## src/rtl/pipe_ctrl_pkg.sv

```systemverilog
// Shared types for the pipeline sequencer: FSM encodings, the x0 index,
// the per-stage control bundle and the RUN priority rules (branch, load-use, fetch wait).
package pipe_ctrl_pkg;

  typedef enum logic [1:0] {
    ST_BOOT     = 2'd0,
    ST_RUN      = 2'd1,
    ST_MEM_WAIT = 2'd2
  } state_e;

  localparam int REG_X0    = 0;
  localparam int CNT_W_DEF = 32;

  typedef struct packed {
    logic pcEn;
    logic ifidEn;
    logic idexEn;
    logic exmemEn;
    logic memwbEn;
    logic ifidFlush;
    logic idexFlush;
  } ctrl_t;

  localparam ctrl_t CTRL_FREEZE = '0;

  // Once the data side is not blocking, a taken branch beats a load-use
  // stall, which beats a fetch wait (an existing stall already holds PC and IF/ID).
  function automatic ctrl_t runRules(input logic brTaken, input logic luHazard,
                                     input logic imemRdy);
    ctrl_t c;
    c.pcEn      = 1'b1;
    c.ifidEn    = 1'b1;
    c.idexEn    = 1'b1;
    c.exmemEn   = 1'b1;
    c.memwbEn   = 1'b1;
    c.ifidFlush = 1'b0;
    c.idexFlush = 1'b0;
    if (brTaken) begin
      c.ifidFlush = 1'b1;
      c.idexFlush = 1'b1;
    end else if (luHazard) begin
      c.pcEn      = 1'b0;
      c.ifidEn    = 1'b0;
      c.idexFlush = 1'b1;
    end else if (!imemRdy) begin
      c.pcEn      = 1'b0;
      c.ifidFlush = 1'b1;
    end
    return c;
  endfunction

endpackage

```

## src/rtl/pipe_ctrl_if.sv

```systemverilog
// Bundle between the pipeline sequencer and the datapath: hazard/wait inputs,
// per-stage enables and flushes, debug state and performance counters.
interface pipe_ctrl_if #(
  parameter int REG_AW = 5,
  parameter int CNT_W  = 32
);
  logic [REG_AW-1:0] iID_RS1;
  logic [REG_AW-1:0] iID_RS2;
  logic              iID_USE_RS1;
  logic              iID_USE_RS2;
  logic [REG_AW-1:0] iEX_RD;
  logic              iEX_MEMREAD;
  logic              iEX_BR_TAKEN;
  logic              iIMEM_RDY;
  logic              iDMEM_REQ;
  logic              iDMEM_RDY;

  logic              oPC_EN;
  logic              oIFID_EN;
  logic              oIDEX_EN;
  logic              oEXMEM_EN;
  logic              oMEMWB_EN;
  logic              oIFID_FLUSH;
  logic              oIDEX_FLUSH;
  logic [1:0]        oSTATE;
  logic [CNT_W-1:0]  oCYC_CNT;
  logic [CNT_W-1:0]  oSTALL_CNT;
  logic [CNT_W-1:0]  oFLUSH_CNT;

  modport master (
    input  iID_RS1, iID_RS2, iID_USE_RS1, iID_USE_RS2, iEX_RD, iEX_MEMREAD,
           iEX_BR_TAKEN, iIMEM_RDY, iDMEM_REQ, iDMEM_RDY,
    output oPC_EN, oIFID_EN, oIDEX_EN, oEXMEM_EN, oMEMWB_EN, oIFID_FLUSH,
           oIDEX_FLUSH, oSTATE, oCYC_CNT, oSTALL_CNT, oFLUSH_CNT
  );

  modport slave (
    output iID_RS1, iID_RS2, iID_USE_RS1, iID_USE_RS2, iEX_RD, iEX_MEMREAD,
           iEX_BR_TAKEN, iIMEM_RDY, iDMEM_REQ, iDMEM_RDY,
    input  oPC_EN, oIFID_EN, oIDEX_EN, oEXMEM_EN, oMEMWB_EN, oIFID_FLUSH,
           oIDEX_FLUSH, oSTATE, oCYC_CNT, oSTALL_CNT, oFLUSH_CNT
  );
endinterface

```

## src/rtl/pipe_ctrl_lu_hazard_det.sv

```systemverilog
// Load-use comparator: a load in EX writing a register the ID instruction reads.
// Purely combinational so the forwarding checks can share it.
module lu_hazard_det
  import pipe_ctrl_pkg::*;
#(
  parameter int REG_AW = 5
) (
  input  logic [REG_AW-1:0] rs1_i,
  input  logic [REG_AW-1:0] rs2_i,
  input  logic              useRs1_i,
  input  logic              useRs2_i,
  input  logic [REG_AW-1:0] rd_i,
  input  logic              memRead_i,
  output logic              hazard_o
);

  logic rdLive;
  logic rs1Hit;
  logic rs2Hit;

  // x0 is hardwired zero, so a load targeting it can never feed anyone.
  assign rdLive   = memRead_i && (rd_i != REG_AW'(REG_X0));
  assign rs1Hit   = useRs1_i && (rs1_i == rd_i);
  assign rs2Hit   = useRs2_i && (rs2_i == rd_i);
  assign hazard_o = rdLive && (rs1Hit || rs2Hit);

endmodule

```

## src/rtl/pipe_ctrl.sv

```systemverilog
// Five-stage pipeline sequencer: boot delay, data-wait FSM and per-stage enables/flushes.
// Optional performance counters are built when PIPE_CTRL_PERF_CNT_EN is defined.
module pipe_ctrl
  import pipe_ctrl_pkg::*;
#(
  parameter int BOOT_CYC = 2,
  parameter int REG_AW   = 5,
  parameter int CNT_W    = CNT_W_DEF
) (
  input logic       iCLK,
  input logic       iRST,
  pipe_ctrl_if.master bus
);

  localparam int BOOT_W = $clog2(BOOT_CYC + 1);
  localparam logic [BOOT_W-1:0] BOOT_LAST = BOOT_W'(BOOT_CYC - 1);

  state_e            state_q, state_d;
  logic [BOOT_W-1:0] bootCnt_q, bootCnt_d;
  logic              luHazard;
  ctrl_t             ctrl;

  lu_hazard_det #(.REG_AW(REG_AW)) u_lu_hazard_det (
    .rs1_i     (bus.iID_RS1),
    .rs2_i     (bus.iID_RS2),
    .useRs1_i  (bus.iID_USE_RS1),
    .useRs2_i  (bus.iID_USE_RS2),
    .rd_i      (bus.iEX_RD),
    .memRead_i (bus.iEX_MEMREAD),
    .hazard_o  (luHazard)
  );

  always_ff @(posedge iCLK) begin
    if (iRST) begin
      state_q   <= ST_BOOT;
      bootCnt_q <= '0;
    end else begin
      state_q   <= state_d;
      bootCnt_q <= bootCnt_d;
    end
  end

  // Unused encoding 3 falls into the default arm and behaves as BOOT.
  always_comb begin
    state_d   = state_q;
    bootCnt_d = bootCnt_q;
    ctrl      = CTRL_FREEZE;
    case (state_q)
      ST_RUN: begin
        if (bus.iDMEM_REQ && !bus.iDMEM_RDY) begin
          state_d = ST_MEM_WAIT;
        end else begin
          ctrl = runRules(bus.iEX_BR_TAKEN, luHazard, bus.iIMEM_RDY);
        end
      end
      ST_MEM_WAIT: begin
        if (bus.iDMEM_RDY) begin
          ctrl    = runRules(bus.iEX_BR_TAKEN, luHazard, bus.iIMEM_RDY);
          state_d = ST_RUN;
        end
      end
      default: begin
        bootCnt_d = bootCnt_q + 1'b1;
        if (bootCnt_q >= BOOT_LAST) begin
          state_d = ST_RUN;
        end
      end
    endcase
    if (iRST) begin
      ctrl = CTRL_FREEZE;
    end
  end

  assign bus.oPC_EN      = ctrl.pcEn;
  assign bus.oIFID_EN    = ctrl.ifidEn;
  assign bus.oIDEX_EN    = ctrl.idexEn;
  assign bus.oEXMEM_EN   = ctrl.exmemEn;
  assign bus.oMEMWB_EN   = ctrl.memwbEn;
  assign bus.oIFID_FLUSH = ctrl.ifidFlush;
  assign bus.oIDEX_FLUSH = ctrl.idexFlush;
  assign bus.oSTATE      = state_q;

`ifdef PIPE_CTRL_PERF_CNT_EN
  logic [CNT_W-1:0] cycCnt_q;
  logic [CNT_W-1:0] stallCnt_q;
  logic [CNT_W-1:0] flushCnt_q;
  logic             active;
  logic             branchFire;

  // Only the branch rule flushes both IF/ID and ID/EX at once.
  assign active     = (state_q == ST_RUN) || (state_q == ST_MEM_WAIT);
  assign branchFire = ctrl.ifidFlush && ctrl.idexFlush;

  always_ff @(posedge iCLK) begin
    if (iRST) begin
      cycCnt_q   <= '0;
      stallCnt_q <= '0;
      flushCnt_q <= '0;
    end else if (active) begin
      cycCnt_q <= cycCnt_q + 1'b1;
      if (!ctrl.pcEn) begin
        stallCnt_q <= stallCnt_q + 1'b1;
      end
      if (branchFire) begin
        flushCnt_q <= flushCnt_q + 1'b1;
      end
    end
  end

  assign bus.oCYC_CNT   = cycCnt_q;
  assign bus.oSTALL_CNT = stallCnt_q;
  assign bus.oFLUSH_CNT = flushCnt_q;
`else
  assign bus.oCYC_CNT   = '0;
  assign bus.oSTALL_CNT = '0;
  assign bus.oFLUSH_CNT = '0;
`endif

endmodule

```

## src/flat_wrapper.sv

```systemverilog
// flat-port wrapper written by rule: the top's interface ports become plain ports
module pipe_ctrl_flat import pipe_ctrl_pkg::*;
#(
  parameter int BOOT_CYC = 2,
  parameter int REG_AW   = 5,
  parameter int CNT_W    = CNT_W_DEF
)
  (iCLK, iRST, bus_iID_RS1, bus_iID_RS2, bus_iID_USE_RS1, bus_iID_USE_RS2, bus_iEX_RD, bus_iEX_MEMREAD, bus_iEX_BR_TAKEN, bus_iIMEM_RDY, bus_iDMEM_REQ, bus_iDMEM_RDY, bus_oPC_EN, bus_oIFID_EN, bus_oIDEX_EN, bus_oEXMEM_EN, bus_oMEMWB_EN, bus_oIFID_FLUSH, bus_oIDEX_FLUSH, bus_oSTATE, bus_oCYC_CNT, bus_oSTALL_CNT, bus_oFLUSH_CNT);
  pipe_ctrl_if #(.REG_AW(REG_AW), .CNT_W(CNT_W)) bus_i ();
  input logic iCLK;
  input logic iRST;
  input wire logic [$bits(bus_i.iID_RS1)-1:0] bus_iID_RS1;
  input wire logic [$bits(bus_i.iID_RS2)-1:0] bus_iID_RS2;
  input wire logic [$bits(bus_i.iID_USE_RS1)-1:0] bus_iID_USE_RS1;
  input wire logic [$bits(bus_i.iID_USE_RS2)-1:0] bus_iID_USE_RS2;
  input wire logic [$bits(bus_i.iEX_RD)-1:0] bus_iEX_RD;
  input wire logic [$bits(bus_i.iEX_MEMREAD)-1:0] bus_iEX_MEMREAD;
  input wire logic [$bits(bus_i.iEX_BR_TAKEN)-1:0] bus_iEX_BR_TAKEN;
  input wire logic [$bits(bus_i.iIMEM_RDY)-1:0] bus_iIMEM_RDY;
  input wire logic [$bits(bus_i.iDMEM_REQ)-1:0] bus_iDMEM_REQ;
  input wire logic [$bits(bus_i.iDMEM_RDY)-1:0] bus_iDMEM_RDY;
  output wire logic [$bits(bus_i.oPC_EN)-1:0] bus_oPC_EN;
  output wire logic [$bits(bus_i.oIFID_EN)-1:0] bus_oIFID_EN;
  output wire logic [$bits(bus_i.oIDEX_EN)-1:0] bus_oIDEX_EN;
  output wire logic [$bits(bus_i.oEXMEM_EN)-1:0] bus_oEXMEM_EN;
  output wire logic [$bits(bus_i.oMEMWB_EN)-1:0] bus_oMEMWB_EN;
  output wire logic [$bits(bus_i.oIFID_FLUSH)-1:0] bus_oIFID_FLUSH;
  output wire logic [$bits(bus_i.oIDEX_FLUSH)-1:0] bus_oIDEX_FLUSH;
  output wire logic [$bits(bus_i.oSTATE)-1:0] bus_oSTATE;
  output wire logic [$bits(bus_i.oCYC_CNT)-1:0] bus_oCYC_CNT;
  output wire logic [$bits(bus_i.oSTALL_CNT)-1:0] bus_oSTALL_CNT;
  output wire logic [$bits(bus_i.oFLUSH_CNT)-1:0] bus_oFLUSH_CNT;
  assign bus_i.iID_RS1 = bus_iID_RS1;
  assign bus_i.iID_RS2 = bus_iID_RS2;
  assign bus_i.iID_USE_RS1 = bus_iID_USE_RS1;
  assign bus_i.iID_USE_RS2 = bus_iID_USE_RS2;
  assign bus_i.iEX_RD = bus_iEX_RD;
  assign bus_i.iEX_MEMREAD = bus_iEX_MEMREAD;
  assign bus_i.iEX_BR_TAKEN = bus_iEX_BR_TAKEN;
  assign bus_i.iIMEM_RDY = bus_iIMEM_RDY;
  assign bus_i.iDMEM_REQ = bus_iDMEM_REQ;
  assign bus_i.iDMEM_RDY = bus_iDMEM_RDY;
  assign bus_oPC_EN = bus_i.oPC_EN;
  assign bus_oIFID_EN = bus_i.oIFID_EN;
  assign bus_oIDEX_EN = bus_i.oIDEX_EN;
  assign bus_oEXMEM_EN = bus_i.oEXMEM_EN;
  assign bus_oMEMWB_EN = bus_i.oMEMWB_EN;
  assign bus_oIFID_FLUSH = bus_i.oIFID_FLUSH;
  assign bus_oIDEX_FLUSH = bus_i.oIDEX_FLUSH;
  assign bus_oSTATE = bus_i.oSTATE;
  assign bus_oCYC_CNT = bus_i.oCYC_CNT;
  assign bus_oSTALL_CNT = bus_i.oSTALL_CNT;
  assign bus_oFLUSH_CNT = bus_i.oFLUSH_CNT;
  pipe_ctrl #(.BOOT_CYC(BOOT_CYC), .REG_AW(REG_AW), .CNT_W(CNT_W)) u_core (.iCLK(iCLK), .iRST(iRST), .bus(bus_i));
endmodule
```

## config.mk

```make
export PLATFORM = sky130hd
export DESIGN_NAME = pipe_ctrl_flat
export DESIGN_NICKNAME = d
export VERILOG_FILES = /design/src/rtl/pipe_ctrl_pkg.sv /design/src/rtl/pipe_ctrl_if.sv /design/src/rtl/pipe_ctrl_lu_hazard_det.sv /design/src/rtl/pipe_ctrl.sv /design/src/flat_wrapper.sv
export SDC_FILE = /design/constraint.sdc
export NUM_CORES = 1
export LEC_CHECK = 0
export BUFFER_PORTS_ARGS = -buffer_cell sky130_fd_sc_hd__buf_4
export CAP_MARGIN = 20
export CORE_UTILIZATION = 35
export DETAILED_ROUTE_END_ITERATION = 6
export PLACE_DENSITY = 0.87
export SYNTH_ARGS = -nofsm -noshare
export SYNTH_HDL_FRONTEND = slang
export SYNTH_SLANG_ARGS = --single-unit
export TNS_END_PERCENT = 5
```

## constraint.sdc

```tcl
create_clock -name iCLK -period 1.9 [get_ports iCLK]
set_input_delay 0.38 -clock iCLK [delete_from_list [all_inputs] [get_ports iCLK]]
set_output_delay 0.38 -clock iCLK [all_outputs]
set_load 0.02 [all_outputs]
```

**Yosys cells after proc, flatten, opt, wreduce, memory -nomap -nowiden**

Index checks and enable logic that the tools add are counted.

- Bits in registers: 4
- Input port bits: 24
- Output and inout port bits: 105
- Word-level logic and storage cells: 37

- $add $sub $neg: 1
- Order comparisons: 1
- Equality and inequality tests: 6
- Mux-type cells: 16
- Reduce and logical (&&, ||, !) cells: 11

Operators by type and width:

| cell | number |
|---|---|
| 7-bit 2-to-1 mux | 3 |
| 7-bit one-hot mux with 2 select lines | 1 |
| 5-bit equality test | 2 |
| 2-bit 2-to-1 mux | 5 |
| 1-bit 2-to-1 mux | 6 |
| 1-bit logical AND | 5 |
| 5-bit nonzero test | 1 |
| 2-bit one-hot mux with 2 select lines | 1 |
| 3-bit AND reduction | 1 |
| 3-bit nonzero test | 1 |
| 2-bit by 1-bit adder with 2-bit output (second input constant) | 1 |
| 2-bit by 1-bit equality test with 1-bit output (second input constant) | 1 |
| 2-bit equality test (second input constant) | 1 |
| 2-bit by 1-bit greater-or-equal comparator with 1-bit output (second input constant) | 1 |
| 2-bit by 1-bit inequality test with 1-bit output (second input constant) | 1 |
| 2-bit inequality test (second input constant) | 1 |
| 2-bit OR reduction | 1 |
| 1-bit logical NOT | 1 |
| 1-bit logical OR | 1 |

**Depth between registers and ports, before layout**

Gate-level depths: netlist of run 1.

- Word-level depth: 9
- Mapped depth: 7
- Depth with buffers taken out: 5

**By module**

Synthesis of run 1 repeated with hierarchy kept, for this count alone.

- Cell total of the unflattened synthesis: 155
- Area total of the unflattened synthesis: 1,189.9 µm²

Modules (own cells, without submodules):

| module | instances | cells each | area an instance (µm²) | sequential area each (µm²) |
|---|---|---|---|---|
| pipe_ctrl | 1 | 138 | 1,056.0 | 80.1 |
| lu_hazard_det | 1 | 17 | 133.9 | 0.0 |

**Worst setup path before layout of run 1**

Ideal clock, no wire load.

- Path type: register to output
- Start: register u_core.state_q[0], in the netlist u_core.bus.oSTATE[0]
- End: output port bus_oIDEX_EN
- Arrival time: 1.567 ns
- Data required time: 1.520 ns
- Slack: -0.047 ns
- Cell stages (with the launch flop): 8
- Path buffers: 2
- Cells stage by stage: dfxtp_1 inv_1 ha_1 clkbuf_1 nor2_1 nand2_1 inv_1 buf_4

- Cells in the longest elaborated chain, start to end: 3

RTL lines:

| item | RTL line | source |
|---|---|---|
| start: declaration | pipe_ctrl.sv:18 | `state_e state_q, state_d;` |
| start signal: assignment | pipe_ctrl.sv:38 | `state_q <= state_d;` |
| 2-bit equality test / 2-bit by 1-bit equality test with 1-bit output (equally long branches) | pipe_ctrl.sv:48 | `case (state_q)` |
| 7-bit one-hot mux with 2 select lines (*) | pipe_ctrl.sv:48 |  |
| 7-bit 2-to-1 mux (*) | pipe_ctrl.sv:69 | `if (iRST) begin` |
| end: declaration | flat_wrapper.sv:24 | `output wire logic [$bits(bus_i.oIDEX_EN)-1:0] bus_oIDEX_EN;` |

Mark *: on every way between the ends. The rest lies on a longest branch, timed or not.

**Worst setup path in the final report of run 1**

- Start: input port bus_iEX_RD[4]
- End: output port bus_oIFID_FLUSH

- Cells in the longest elaborated chain, start to end: 9

RTL lines:

| item | RTL line | source |
|---|---|---|
| start: declaration | flat_wrapper.sv:16 | `input wire logic [$bits(bus_i.iEX_RD)-1:0] bus_iEX_RD;` |
| 5-bit equality test (on tied branches) | pipe_ctrl_lu_hazard_det.sv:23, pipe_ctrl_lu_hazard_det.sv:24 |  |
| 1-bit logical AND (on tied branches) | pipe_ctrl_lu_hazard_det.sv:23, pipe_ctrl_lu_hazard_det.sv:24 |  |
| 1-bit logical OR | pipe_ctrl_lu_hazard_det.sv:25 | `assign hazard_o = rdLive && (rs1Hit \|\| rs2Hit);` |
| 1-bit logical AND (*) | pipe_ctrl_lu_hazard_det.sv:25 |  |
| 1-bit 2-to-1 mux (*) | pipe_ctrl_pkg.sv:41 | `end else if (luHazard) begin` |
| 2-bit 2-to-1 mux (*) | pipe_ctrl_pkg.sv:38 | `if (brTaken) begin` |
| 7-bit 2-to-1 mux (on tied branches) | pipe_ctrl.sv:57, pipe_ctrl.sv:50 |  |
| 7-bit one-hot mux with 2 select lines (*) | pipe_ctrl.sv:48 |  |
| 7-bit 2-to-1 mux (*) | pipe_ctrl.sv:69 |  |
| end: declaration | flat_wrapper.sv:27 | `output wire logic [$bits(bus_i.oIFID_FLUSH)-1:0] bus_oIFID_FLUSH;` |

Marked as above.

==> run_results.csv, run 1 <==
group,metric,value,unit
placed_design,port_buffers,32,
logic_synthesis,synth_ff_type,"dfxtp_1",
final_layout,areaGrowthSynthToFinish,2.787,%
final_layout,diodes,0,
logic_synthesis,synthCells,152,
detailed_routing,vias_per_cell,3.325,
die,ioPinCount,129,
sta,rsz0062_at_grt,"true",
die,die_area,0.003570,mm²
setup_path,slowest_delay,0.54,ns
die,dieWidth,59.75,µm
placed_design,routabilityCongestion,0.7125,
setup_path,path_class,"in -> out",
logic_synthesis,ys_warn_count,0,
global_route,grt_pass1_wl,2249,µm
setup_path,rrSetupSlack,0.35,ns
run_status,violations,"negative setup slack",
sta,finalHoldViolCount,0,
detailed_routing,drc_errors,0,
run_status,status,"finished with violations",
sta,final-setup-viol-count,3,
global_route,grt_use_total,8.618,%
job,maxCapViolCount,0,
clocking,cts.clk_slew.worst_paths,0.04,ns
logic_synthesis,synth-seq-cells,4,
detailed_routing,ant_nets,0,
final_layout,drive_gt1_share,27.37,%
setup_path,crit_chain,"buf_6 -> or4_4 -> o21ai_4 -> nor2_2 -> a221oi_2 -> buf_4",
clocking,root_buffer,"clkbuf_4",
logic_synthesis,synth_edf_count,0,
detailed_routing,dr_total_vias,778,
sta,setup_ws,-0.1024,ns
power,cellLeakagePower,0.6888,nW
detailed_routing,wirelength,1663,µm
sta,max_freq,0.4994,GHz
sta,drv_slew,0,
sta,finClkSkew,0.0003226,ns
detailed_routing,routedWlPerCell,7.107,µm
die,initial_core_util,37.62,%
die,rows,20,
power,power_density,748.4,mW/mm²
logic_synthesis,avgSynthCellArea,7.680,µm²
setup_path,required,1.52,ns
global_route,antenna_found_initial,0,
placed_design,post-place-ws,-0.1968,ns
min_path,min_path_type,"in -> reg",
setup_path,start_kind,"primary input",
setup_path,cp-end-kind,"primary output",
logic_synthesis,synth_seq_area_share,6.860,%
clocking,clock_latency,0.23,ns
final_layout,fin_area,0.001200,mm²
clocking,ctsHoldBuffers,0,
logic_synthesis,synth.distinct_cells,27,
detailed_routing,dr.pass1.iters,2,
global_route,grt_max_degree,7,
setup_path,cp_slowest_cell,"or4_4",
detailed_routing,drtIter0Drc,11,
placed_design,dpl.hpwl,1506,µm
placed_design,dp.cells,230,
global_route,grt_pass1_vias,571,
power,ir_drop,0.2235,mV
clocking,numCtsBuffers,3,
final_layout,fill_cells,324,
clocking,cts.path.max_buffers,2,
clocking,cts_tree,"built",
placed_design,postPlaceCellArea,0.001125,mm²
logic_synthesis,ys_async_sr_fraction,0,%
global_route,grt-ovfl-total,0,
logic_synthesis,syn_area,0.001167,mm²
final_layout,fin_cells,234,
die,dieHeight,59.75,µm
setup_path,crit_arrival,1.62,ns
clocking,clock-sinks,4,
sta,finalCritPeriodShare,105.4,%
sta,fin_crit,2.002,ns
setup_path,timing.critical_path.fanout_max,3,
die,core,0.003103,mm²
final_layout,layout.nets,219,
clocking,htree_levels,1,
## routing by layer
| layer | part of all wire (%) | global-route usage (%) |
|---|---|---|
| met1 | 29 | 9.326 |
| met2 | 57 | 16.19 |
| met3 | 12 | 1.299 |
| met4 | 1.5 | 3.987 |
| met5 | 0 | 0 |
## worst paths after layout
| path | start | to | cells after the start |
|---|---|---|---|
| max | bus_iEX_RD[4] | bus_oIFID_FLUSH | 6 |
| min | iRST | u_core.bus.oSTATE[0] | 2 |
| max reg2reg | u_core.bus.oSTATE[0] | u_core.bus.oSTATE[0] | 6 |
| min reg2reg | u_core.bootCnt_q[1] | u_core.bootCnt_q[1] | 2 |
## registers in the layout, indices dropped and copies added (netlist names)
| name | flops |
|---|---|
| u_core.bus.oSTATE | 2 |
| u_core.bootCnt_q | 2 |
## per-stage QoR
stage          hold slack [ns]  util (%)  setup TNS [ns]  total power (W)
3_5_place_dp            0.4846     36.25         -0.5490        0.0007517
4_1_cts                 0.3693     37.86         -0.3855        0.0008739
2_1_floorplan           0.4516         -         -0.2352        0.0007381
6_report                0.3709     38.67         -0.2547        0.0008980
5_1_grt                 0.3658     38.67         -0.4897        0.0009917
3_3_place_gp            0.4743     36.25         -0.4232        0.0007387
## critical path: cells and delay by family
kind / cells / cell delay [ns]
AOI/OAI and AO/OA: 2 / 0.36
buffers and inverters: 2 / 0.26
and+or+nand+nor: 2 / 0.62
## cells in the mapped netlist, drive strengths merged, types with 2 or more instances
cell type	count	area share, %
dfxtp	4	6.9
nor2	6	2.1
xnor2	11	8.3
buf	98	63
nand4	2	1.1
a221oi	2	2.0
o21ai	2	1.2
nand2	3	0.96
inv	7	2.3
ha	3	3.2
## final cells by class
| cell class | count | area [µm²] | share of cell area (%) |
|---|---|---|---|
| Multi-Input combinational cell | 137 | 710.7 | 59.23 |
| Timing Repair Buffer | 39 | 300.3 | 25.03 |
| Sequential cell | 4 | 85.08 | 7.091 |
| Tap cell | 44 | 55.05 | 4.588 |
| Inverter | 7 | 26.28 | 2.190 |
| Clock buffer | 3 | 22.52 | 1.877 |
## placed cells by master, fill, tap and decap left out
cell	synthesis	layout
mux2i_1	1	1
buf_6	0	2
a21oi_1	1	1
nor2_1	5	5
buf_4	98	37
o2bb2ai_1	1	1
a22o_1	1	1
dfxtp_1	4	2
or4_4	0	1
conb_1	1	96
ha_1	3	2
nor2b_1	1	1
xnor2_1	11	11
a221o_1	1	1
o21ai_4	0	1
o21ai_0	1	1
clkbuf_4	0	3
nor4b_2	0	1
inv_1	7	7
dfxtp_2	0	1
ha_4	0	1
o22ai_1	1	1
dfxtp_4	0	1
a221oi_1	1	1
nor3b_1	1	1
a211oi_2	1	1
nand2b_1	1	1
nor2_2	1	1
nand2_2	0	1
nand2_1	3	2
a221oi_2	1	1
nand4_1	2	2
## report_power, final
group	leakage (nW)	switching [W]	internal [W]	total [W]
registers	0.0341	0.0000240	0.000124	0.000148
clock network	0.0138	0.0000320	0.0000705	0.000103
logic	0.641	0.000393	0.000255	0.000648
## cells by family after synthesis
kind of cell | count (synthesis) | synth area share, %
xor+xnor | 11 | 8.253
flops | 4 | 6.860
compound gates | 10 | 7.609
fa+ha+maj | 3 | 3.216
buf+inv | 106 | 65.60
simple gates | 16 | 7.290
other cells | 1 | 0.3212
mux | 1 | 0.8575
## repair_timing
item | in CTS | in global routing
endpoints found under the hold margin | 0 | 0
setup endpoints to repair | 7 | 7
pin swaps | 8 | 2
setup buffers | 1 | 0
resized for setup | 5 | 5
Power figures use the tool's default switching activity.
==> run 2: changes to the inputs <==
PLACE_DENSITY = 0.82   (was 0.87)
==> run 2 against run 1 <==
  * The flow still finishes with violations (negative setup slack)
  * Via count decreased by 0.13%
  * Critical path depth stayed put
  * Critical endpoint unchanged
  * Clock skew rose by 0.0010 ns
  * Routed wire length is 5.9% lower
  * Die area is the same
==> run_results.csv, run 2 (synthesized netlist as in run 1, its figures left out) <==
group,metric,value,unit
setup_path,rrSetupSlack,0.36,ns
detailed_routing,dr.pass1.iters,2,
setup_path,required,1.52,ns
placed_design,port_buffers,32,
power,power_density,764.0,mW/mm²
final_layout,fin_cells,234,
global_route,grt_pass1_vias,570,
job,maxCapViolCount,0,
global_route,antenna_found_initial,0,
global_route,grt-ovfl-total,0,
final_layout,areaGrowthSynthToFinish,3.537,%
setup_path,crit_family,"simple AND/OR/NAND/NOR gates",
run_status,status,"finished with violations",
clocking,numCtsBuffers,3,
global_route,grt_max_degree,7,
final_layout,layout.nets,219,
sta,max_freq,0.4965,GHz
setup_path,slowest_delay,0.54,ns
sta,finalHoldViolCount,0,
sta,finalCritPeriodShare,106.0,%
clocking,cts.path.max_buffers,2,
sta,drv_slew,0,
setup_path,crit_arrival,1.63,ns
placed_design,routabilityCongestion,0.7124,
clocking,clock_latency,0.23,ns
sta,finClkSkew,0.001332,ns
detailed_routing,routedWlPerCell,6.688,µm
placed_design,dpl.hpwl,1457,µm
power,cellLeakagePower,0.6953,nW
die,initial_core_util,37.62,%
final_layout,drive_gt1_share,27.89,%
placed_design,dp.cells,230,
sta,final-setup-viol-count,4,
clocking,clock-sinks,4,
setup_path,crit_buf_inv,2,
global_route,grt_pass1_wl,2173,µm
die,die_area,0.003570,mm²
detailed_routing,vias_per_cell,3.321,
detailed_routing,wirelength,1565,µm
power,ir_drop,0.2056,mV
setup_path,cp-end-kind,"primary output",
clocking,root_buffer,"clkbuf_4",
die,core,0.003103,mm²
sta,fin_crit,2.014,ns
die,rows,20,
power,total_power,0.0009235,W
detailed_routing,dr_total_vias,777,
detailed_routing,drtIter0Drc,10,
run_status,violations,"negative setup slack",
min_path,min_path_type,"in -> reg",
die,ioPinCount,129,
die,dieHeight,59.75,µm
final_layout,layout_commonest_cell,"conb_1",
setup_path,timing.critical_path.mode_cell,"buf_4",
final_layout,diodes,0,
clocking,ctsHoldBuffers,0,
setup_path,crit_chain,"buf_4 -> or4_4 -> o21ai_4 -> nor2_2 -> a221oi_2 -> buf_4",
setup_path,timing.critical_path.fanout_max,3,
sta,rsz0062_at_grt,"true",
global_route,grt_use_total,8.083,%
setup_path,start_kind,"primary input",
placed_design,post-place-ws,-0.1769,ns
final_layout,final_cell_mix,"conb_1 (96), buf_4 (39), xnor2_1 (11)",
die,dieWidth,59.75,µm
detailed_routing,ant_nets,0,
sta,setup_ws,-0.1142,ns
clocking,cts_tree,"built",
clocking,htree_levels,1,
setup_path,cp_slowest_cell,"or4_4",
clocking,cts.clk_slew.worst_paths,0.04,ns
final_layout,fill_cells,324,
setup_path,path_class,"in -> out",
detailed_routing,drc_errors,0,
final_layout,final_util,38.95,%
[run 2: cell types whose count changed in the layout (fill, tap and decap cells not counted)]
cell,previous run,this run
a22o_4,0,1
nor2_2,1,2
nor4b_2,1,0
nor2_1,5,4
dfxtp_4,1,0
buf_4,37,39
buf_6,2,0
dfxtp_1,2,3
nor4b_4,0,1
a22o_1,1,0
[run 2: metal layers]
metal | global-route usage (%) | vias to the layer above | part of all wire, %
met2 | 16.19 | 78 | 56
li1 | - | 363 | -
met1 | 7.912 | 334 | 30
met3 | 1.082 | 2 | 14
met4 | 3.987 | 0 | 0.70
met5 | 0 | - | 0
[run 2: path summary, 6_finish.rpt]
check / cells past startpoint / endpoint / start
max reg2reg: 6 / u_core.bus.oSTATE[0] / u_core.bus.oSTATE[0]
max: 6 / bus_oIFID_FLUSH / bus_iEX_RD[1]
min: 2 / u_core.bus.oSTATE[0] / iRST
min reg2reg: 2 / u_core.bootCnt_q[1] / u_core.bootCnt_q[1]
[run 2: worst reg2reg max path: stages, from the launching register on]
cell	delay, ns
dfxtp_1	0.34
inv_1	0.09
ha_4	0.27
buf_4	0.15
a221oi_1	0.32
o21ai_0	0.12
nor2b_1	0.13
[run 2: what timing repair did]
item                                    in CTS  in global routing
pin swaps                                    4                  2
endpoints found under the setup margin       7                  7
gates resized for setup                      4                  6
setup buffers                                1                  0
[run 2: cell type report]
class                      count  area (µm²)  share of cell area (%)
inverter                       7       26.28                   2.174
timing repair buffer          39       292.8                   24.22
sequential                     4       81.33                   6.729
clock buffer                   3       22.52                   1.863
tap                           44       55.05                   4.555
multi-input combinational    137       730.7                   60.46
[run 2: per-stage QoR]
step	instance area, µm²	hold WS, ns	TNS [ns]
6_report	1209	0.3821	-0.3538
5_1_grt	1209	0.4067	-0.5305
4_1_cts	1175	0.3623	-0.4824
3_5_place_dp	1125	0.4805	-0.4490
3_3_place_gp	1125	0.4743	-0.3577
2_1_floorplan	1524	0.4516	-0.2352
[run 2: power by group]
| group | switching (W) | leakage (nW) | internal [W] |
|---|---|---|---|
| clock network | 0.0000316 | 0.0138 | 0.0000704 |
| logic | 0.000403 | 0.648 | 0.000274 |
| registers | 0.0000237 | 0.0335 | 0.000121 |
==> run 3: changes to the inputs <==
CORE_UTILIZATION = 31   (was 35)
GPL_ROUTABILITY_DRIVEN = 0   (was unset)
PLACE_DENSITY = 0.77   (was 0.82)
clock period = 1.8 ns   (was 1.9 ns; I/O delays follow)
==> run 3 against run 2 <==
  * The run still ends with negative setup slack left
  * Register-to-register slack lost 0.12 ns
  * Clock power grew 79%
  * Cell count grew 2.1%
  * Via count grew 0.39%
  * Design area grew 7.7%
  * Global-route usage shrank 0.086 points
  * Clock skew shrank 0.00064 ns
==> run_results.csv, run 3 (synthesized netlist as in run 1, its figures left out) <==
group,metric,value,unit
run_status,status,"finished with violations",
run_status,violations,"negative setup slack",
detailed_routing,wl_met3,169,µm
setup_path,path_class,"in -> out",
final_layout,fin_area,0.001301,mm²
setup_path,slowest_delay,0.52,ns
min_path,hold_start,"iRST",
power,power_density,823.9,mW/mm²
detailed_routing,wl_met2,1027,µm
global_route,grt_use_total,7.997,%
sta,finClkSkew,0.0006890,ns
clocking,cts.clk_slew.worst_paths,0.03,ns
setup_path,crit_family,"simple AND/OR/NAND/NOR gates",
detailed_routing,drc_errors,0,
clocking,htree_levels,1,
clocking,cts_setup_buffers,0,
setup_path,start_kind,"primary input",
sta,fin_crit,1.986,ns
clocking,clock-sinks,4,
global_route,grt-ovfl-total,0,
sta,finalCritPeriodShare,110.3,%
die,die_area,0.004015,mm²
global_route,antenna_found_initial,0,
detailed_routing,routedWlPerCell,7.402,µm
sta,rsz0062_at_grt,"true",
final_layout,layout.nets,222,
detailed_routing,highest_layer,"met4",
power,ir_drop,0.5713,mV
clocking,root_buffer,"clkbuf_8",
setup_path,r2r_cells,6,
sta,drv_slew,0,
setup_path,required,1.44,ns
sta,max_freq,0.5036,GHz
final_layout,layout_commonest_cell,"conb_1",
placed_design,post-place-ws,-0.2251,ns
final_layout,multiInputGateArea,760.7,µm²
setup_path,cp_slowest_cell,"or4_4",
setup_path,cp-end-kind,"primary output",
detailed_routing,ant_nets,0,
setup_path,crit_buf_inv,2,
detailed_routing,dr.pass1.iters,3,
sta,final-setup-viol-count,4,
clocking,cts.path.max_buffers,2,
detailed_routing,vias_per_cell,3.264,
setup_path,reg2reg_to,"u_core.bus.oSTATE[0]",
min_path,min_path_type,"in -> reg",
final_layout,seqCellArea,85.08,µm²
die,rows,21,
global_route,grt_max_degree,7,
die,initial_core_util,33.66,%
sta,finalHoldViolCount,0,
detailed_routing,wirelength,1769,µm
placed_design,dpl.hpwl,1544,µm
setup_path,rrSetupSlack,0.24,ns
power,cellLeakagePower,0.7275,nW
die,core,0.003468,mm²
setup_path,crit_arrival,1.63,ns
detailed_routing,dr_total_vias,780,
placed_design,port_buffers,32,
clocking,cts_tree,"built",
min_path,holdPathStages,2,
die,dieHeight,63.37,µm
global_route,grt_pass1_vias,605,
sta,setup_ws,-0.1857,ns
detailed_routing,wl_met1,552,µm
min_path,whs_endpoint,"u_core.bus.oSTATE[0]",
final_layout,areaGrowthSynthToFinish,11.47,%
detailed_routing,drtIter0Drc,3,
die,dieWidth,63.37,µm
job,maxCapViolCount,0,
setup_path,timing.critical_path.fanout_max,3,
die,ioPinCount,129,
clocking,numCtsBuffers,3,
final_layout,fill_cells,372,
clocking,ctsHoldBuffers,0,
placed_design,postPlaceCellArea,0.001190,mm²
global_route,grt_pass1_wl,2580,µm
setup_path,regToRegStartpoint,"u_core.bus.oSTATE[0]",
final_layout,drive_gt1_share,31.09,%
clocking,clock_latency,0.21,ns
setup_path,crit_chain,"buf_4 -> or4_4 -> o21ai_4 -> nor2_4 -> a221oi_4 -> buf_6",
final_layout,diodes,0,
final_layout,final_cell_mix,"conb_1 (96), buf_4 (38), xnor2_1 (11)",
-- run 3: worst max path at each step --
stage / cells past startpoint / endpoint / startpoint / slack [ns]
floorplan: 5 / bus_oIFID_FLUSH / u_core.bus.oSTATE[1] / -0.02
global placement: 6 / bus_oIFID_FLUSH / bus_iEX_RD[1] / -0.23
detailed placement: 6 / bus_oIFID_FLUSH / bus_iEX_RD[1] / -0.23
CTS: 6 / bus_oIFID_FLUSH / bus_iEX_RD[1] / -0.20
global route: 6 / bus_oIFID_FLUSH / bus_iEX_RD[2] / -0.25
finish: 6 / bus_oIFID_FLUSH / bus_iEX_RD[2] / -0.19
-- run 3: metal layers --
metal | vias up | GRT usage (%)
met5 | - | 0
met4 | 0 | 3.409
met3 | 2 | 1.087
met2 | 65 | 15.16
met1 | 344 | 8.667
li1 | 369 | -
-- run 3: what timing repair did --
| item | 4_1_cts | 5_1_grt |
|---|---|---|
| resized for setup | 7 | 7 |
| pin swaps | 2 | 1 |
| endpoints found under the setup margin | 7 | 7 |
-- run 3: final cells by class --
type / instances / share of cell area (%)
Multi-Input combinational cell: 137 / 58.46
Timing Repair Buffer: 42 / 25.38
Sequential cell: 4 / 6.538
Tap cell: 46 / 4.423
Clock buffer: 3 / 3.173
Inverter: 7 / 2.019
-- run 3: stage by stage --
stage,setup TNS [ns],cells,utilization [%],hold slack [ns],total power (W)
floorplan,-0.04580,247,-,0.4242,0.0007977
global placement,-0.7646,236,34.31,0.4762,0.0008121
detailed placement,-0.7411,236,34.31,0.4934,0.0008222
CTS,-0.6880,239,36.33,0.3726,0.001039
global route,-0.8382,239,37.52,0.3819,0.001163
finish,-0.5916,239,37.52,0.3708,0.001072
-- run 3: worst register-to-register path: cells and delay by family, from the launching register on --
kind	cells	cell delay, ns
AO/OA/AOI/OAI	2	0.49
flip-flops	1	0.33
adder cells (fa/ha/maj)	1	0.26
buffers and inverters	2	0.23
AND/OR/NAND/NOR	1	0.14
-- run 3: report_power, final --
group,total (W),switching [W],leakage (nW),internal [W]
combinational,0.000731,0.000433,0.672,0.000298
sequential,0.000158,0.0000273,0.0341,0.000131
clock,0.000183,0.0000407,0.0216,0.000142
